===== config.mk =====
export PLATFORM = sky130hd
export DESIGN_NAME = seg7_scan
export DESIGN_NICKNAME = d
export VERILOG_FILES = /design/src/rtl/seg7_scan.sv
export SDC_FILE = /design/constraint.sdc
export NUM_CORES = 1
export LEC_CHECK = 0
export ABC_AREA = 1
export CORE_MARGIN = 8
export CORE_UTILIZATION = 40
export CTS_CLUSTER_DIAMETER = 50
export CTS_CLUSTER_SIZE = 14
export DETAILED_ROUTE_END_ITERATION = 8
export PLACE_DENSITY = 0.66
export SYNTH_ARGS = -nofsm -noshare
export SYNTH_HDL_FRONTEND = slang
export SYNTH_SLANG_ARGS = --single-unit

===== constraint.sdc =====
create_clock -name clk -period 1.7 [get_ports clk]
set_input_delay 0.17 -clock clk [delete_from_list [all_inputs] [get_ports clk]]
set_output_delay 0.17 -clock clk [all_outputs]
set_load 0.01 [all_outputs]

===== src/rtl/seg7_scan.sv =====
// seg7_scan: scans a 16-bit hex value onto the Basys3 4-digit common-anode
// seven-segment display, one digit per refresh slot. The value is latched
// once per frame so a value that changes mid-frame never shows mixed digits.
// Optional leading-zero blanking: define SEG7_SCAN_LZB_EN.
module seg7_scan #(
  parameter int unsigned REFRESH_DIV = 100000
) (
  input  logic        clk,
  input  logic        reset,
  input  logic [15:0] value,
  input  logic [3:0]  dp_mask,
  input  logic        blank,
  output logic [6:0]  seg,
  output logic        dp,
  output logic [3:0]  an
);

  localparam int unsigned PW = (REFRESH_DIV > 2) ? $clog2(REFRESH_DIV) : 1;
  localparam logic [PW-1:0] PRE_LAST = PW'(REFRESH_DIV - 1);

  logic [PW-1:0] prescaler;
  logic [1:0]    dig;
  logic [15:0]   shadow;
  logic          tick;

  logic [3:0]    nib;
  logic          sup;
  logic [3:0]    an_d;
  logic [6:0]    seg_d;
  logic          dp_d;

  // Hex nibble to active-low {g,f,e,d,c,b,a} cathode pattern.
  function automatic logic [6:0] hex7(input logic [3:0] h);
    logic [6:0] s;
    case (h)
      4'h0: s = 7'h40;
      4'h1: s = 7'h79;
      4'h2: s = 7'h24;
      4'h3: s = 7'h30;
      4'h4: s = 7'h19;
      4'h5: s = 7'h12;
      4'h6: s = 7'h02;
      4'h7: s = 7'h78;
      4'h8: s = 7'h00;
      4'h9: s = 7'h10;
      4'hA: s = 7'h08;
      4'hB: s = 7'h03;
      4'hC: s = 7'h46;
      4'hD: s = 7'h21;
      4'hE: s = 7'h06;
      default: s = 7'h0E;
    endcase
    return s;
  endfunction

  assign tick = (prescaler == PRE_LAST);

  // Free-running prescaler, digit index and frame latch.
  always_ff @(posedge clk or negedge reset) begin
    if (!reset) begin
      prescaler <= '0;
      dig       <= '0;
      shadow    <= '0;
    end else begin
      if (tick) begin
        prescaler <= '0;
        dig       <= dig + 2'd1;
        if (dig == 2'd3)
          shadow <= value;
      end else begin
        prescaler <= prescaler + 1'b1;
      end
    end
  end

  // Next-cycle anode/cathode pattern for the current digit slot.
  always_comb begin
    nib = shadow[{dig, 2'b00} +: 4];
    sup = 1'b0;
`ifdef SEG7_SCAN_LZB_EN
    case (dig)
      2'd1:    sup = (shadow[15:4]  == 12'h000);
      2'd2:    sup = (shadow[15:8]  == 8'h00);
      2'd3:    sup = (shadow[15:12] == 4'h0);
      default: sup = 1'b0;
    endcase
`endif
    if (blank || sup) begin
      an_d  = '1;
      seg_d = '1;
      dp_d  = 1'b1;
    end else begin
      an_d  = ~(4'b0001 << dig);
      seg_d = hex7(nib);
      dp_d  = ~dp_mask[dig];
    end
  end

  // Output register: an/seg/dp change together on the same edge.
  always_ff @(posedge clk or negedge reset) begin
    if (!reset) begin
      an  <= '1;
      seg <= '1;
      dp  <= 1'b1;
    end else begin
      an  <= an_d;
      seg <= seg_d;
      dp  <= dp_d;
    end
  end

endmodule


==> results by group <==
Status
  • Status: finished, final reports clean

Floorplanning
  • Die ar.: 0.008930 mm²
  • Die H: 94.50 µm
  • I/O pin count: 35
  • Die X: 94.50 µm
  • Initial core utilization: 41.39%
  • Rows: 28
  • Core box area: 0.005956 mm²

Finish
  • Number of fill cells in the layout: 600
  • Layout cells sized above 1: 14.74%
  • Multi-input gate area: 0.001116 mm²
  • Final Non-Filler Cells: 421
  • Area Growth Syn to Fin: 25.63%
  • NumNets Final: 379
  • Seq. cell area: 0.001192 mm²
  • Most frequent cells in the layout: nand2_1, dfrtp_1, clkdlybuf4s50_1
  • # diodes: 0
  • Commonest non-fill, non-tap cell in the layout: nand2_1
  • Layout Utilization: 52.00%
  • Final instance area: 0.003097 mm²

Timing
  • Slew @ Worst Pin: 0.4507 ns
  • Worst slew margin: 69.95%
  • Setup violators final: 0
  • Final Hold Vio Count: 0
  • Final period util: 92.85%
  • Clk_skew: 0.004162 ns
  • Setup TNS: 0 ns
  • Hold_ws: 0.3389 ns
  • Slew Viols, Final: 0
  • Fmax: 633.5 MHz
  • Shortest period the worst path allows: 1.578 ns

Global route
  • M3 GR Usage: 3.016%
  • Largest net degree at the start of global routing: 21
  • Initial antenna violation count: 0
  • GRT Util Overall: 12.52%
  • Total gr overflow: 0
  • GRT Max-Usage Layer: met2
  • Met1 Use GR: 16.12%
  • Grt met2 use: 19.29%
  • First-pass GRT wire length: 8949 µm
  • Vias in the first global route: 2006

Synth
  • Sequential area share after synthesis: 48.32%
  • Compound-Gate Fraction of Synth Area: 2.690%
  • Post-Syn Area per Cell: 8.384 µm²
  • Post-Synth XOR/XNOR Area: 3.553%
  • Number of synthesized flops with an enable pin: 0
  • Post-synth ARST share: 100.0%
  • Cell area after synthesis: 0.002465 mm²
  • Simple-gate share of the synthesized area: 32.94%
  • Flops & latches, synth: 47
  • Syn Nets: 328
  • Post-Synthesis Cells: 294
  • Mux contribution to synthesized area: 0%
  • Unique masters post-synth: 28
  • Most used DFF post-synth: dfrtp_1
  • Largest family of logic cells by synthesized area: simple AND/OR/NAND/NOR gates
  • Ys Warns: 0
  • Adder-cell share of the synthesized area: 5.584%

Drt
  • Vias: 2083
  • First-pass iteration count of the detailed router: 4
  • DRT Wirelength: 5334 µm
  • DRC: 0
  • Routed Antenna Nets: 0
  • WL per Instance: 12.67 µm
  • Via-to-Cell Ratio: 4.948
  • Initial drt markers: 101

Critical path
  • Startpoint type of the worst setup path: flip-flop
  • Slowest-stage cell, CP: dfrtp_1
  • CP most frequent cell: nand3_1
  • CP Cell Sequence: buf_6 -> nand2_1 -> nand3_1 -> nand2_2 -> buf_4 -> ha_2 -> inv_1 -> nand3_1 -> o211ai_1
  • Critical Path RT: 1.92 ns
  • CP endpoint kind: flip-flop
  • CP Data Arrival Time: 1.80 ns
  • Critical path type: reg2reg
  • Crit-path max cell delay: 0.39 ns
  • Critical Path Fanout Max: 12

Pwr
  • Sw Share: 22.25%
  • Gate power share: 5.7%
  • VDD IR max: 0.2561 mV
  • Sequential Power Share: 59.3%
  • Clock power frac: 35.0%
  • Pint: 1.484 mW
  • Psw: 424.8 µW
  • Pwr/cell area: 616.4 mW/mm²
  • Leak Pwr: 1.476 nW

Clock tree
  • Total CTS buffers: 5
  • Clk slew on worst S/H paths: 0.09 ns
  • H-Tree Level Count: 2
  • Deepest clock path buffer count: 2
  • CTS tree: done
  • Clock latency on the worst-skew pair: 0.30 ns
  • Clock Sinks: 47
  • Root Buffer: clkbuf_8

Hold path
  • Hold Path Class: in2async

Place
  • Final GP Congestion: 0.9023
  • IO Port Bufs: 34
  • DP Cell Count: 408
  • Placed inst area: 0.002954 mm²
  • Detail Placement HPWL: 4014 µm

Flow run
  • Max-cap violations: 0
path summary, 6_finish.rpt:
check	startpoint	endpoint	slack [ns]	depth (start not counted)
setup / recovery	dig[0]	seg[2]	0.12	9
hold / removal	reset	prescaler[12]	0.34	2
setup reg to reg	dig[0]	seg[2]	0.12	9
hold reg to reg	prescaler[0]	prescaler[0]	0.47	1
max in group asynchronous	reset	seg[5]	0.76	3
min in group clk	value[15]	shadow[15]	0.43	3
registers in the layout, indices dropped and copies added (netlist names):
register and count:
an 4, dig 2, dp 1, prescaler 17
seg 7, shadow 16
synthesized netlist by cell type (2+ instances only):
cell | number | area share, %
nor2_4 | 2 | 0.91
dfstp_2 | 12 | 13
nor3_1 | 2 | 0.41
a21oi_1 | 3 | 0.61
nand4_1 | 21 | 5.3
nand2_2 | 2 | 0.51
nand2_1 | 90 | 14
nor2_1 | 21 | 3.2
inv_1 | 31 | 4.7
ha_1 | 11 | 5.6
nand3_1 | 31 | 6.3
dfrtp_1 | 35 | 36
buf_4 | 3 | 0.91
o21ai_0 | 6 | 1.2
xor2_1 | 9 | 3.2
clkbuf_1 | 3 | 0.46
power groups by stage:
stage,Clock [mW],Combinational (mW),Sequential [mW]
3_3_place_gp,0,0.109,1.15
2_1_floorplan,0,0.00858,1.16
6_report,0.667,0.109,1.13
5_1_grt,0.733,0.119,1.13
3_5_place_dp,0,0.110,1.15
4_1_cts,0.687,0.112,1.13
final cells by class:
type | count | share of cell area (%)
clock inverter | 2 | 0.4040
inverter | 32 | 3.879
sequential | 47 | 38.50
tap | 75 | 3.030
multi-input combinational | 207 | 36.04
timing repair buffer | 52 | 15.80
clock buffer | 6 | 2.343
cell families (layout without fill, tap and decap cells):
| family | after synthesis | count (layout) |
|---|---|---|
| xor gates and xnor gates | 10 | 10 |
| AOI/OAI and AO/OA | 12 | 12 |
| adders and majority gates | 11 | 11 |
| DFF | 47 | 47 |
| buffers and inverters | 40 | 92 |
| and+or+nand+nor | 174 | 174 |
worst max-delay path: cells and delay by family, from the launching register on:
kind                     cells  cell delay, ns
buffers and inverters        3            0.36
flip-flops                   1            0.39
AND/OR/NAND/NOR              4            0.34
AO/OA/AOI/OAI                1            0.22
adder cells (fa/ha/maj)      1            0.18
stage by stage:
step / total power [mW] / setup WS, ns
6_report: 1.909 / 0.1215
5_1_grt: 1.985 / -0.01440
4_1_cts: 1.932 / 0.04481
3_5_place_dp: 1.263 / 0.06330
3_3_place_gp: 1.262 / 0.1194
2_1_floorplan: 1.167 / 0.1760
what timing repair did:
action / in CTS / in global routing
hold buffers: 1 / 0
endpoints found under the setup margin: 0 / 6
gates resized for setup: 0 / 7
endpoints found under the hold margin: 16 / 0
setup buffers: 0 / 4
per-layer routing:
layer | up-vias | wire length (µm) | share of wire [%]
met5 | - | 0 | 0
met4 | 0 | 116 | 2.2
met3 | 9 | 287 | 5.4
met2 | 50 | 2427 | 46
met1 | 978 | 2502 | 47
li1 | 1046 | - | -
(Power assumes the default switching activity.)
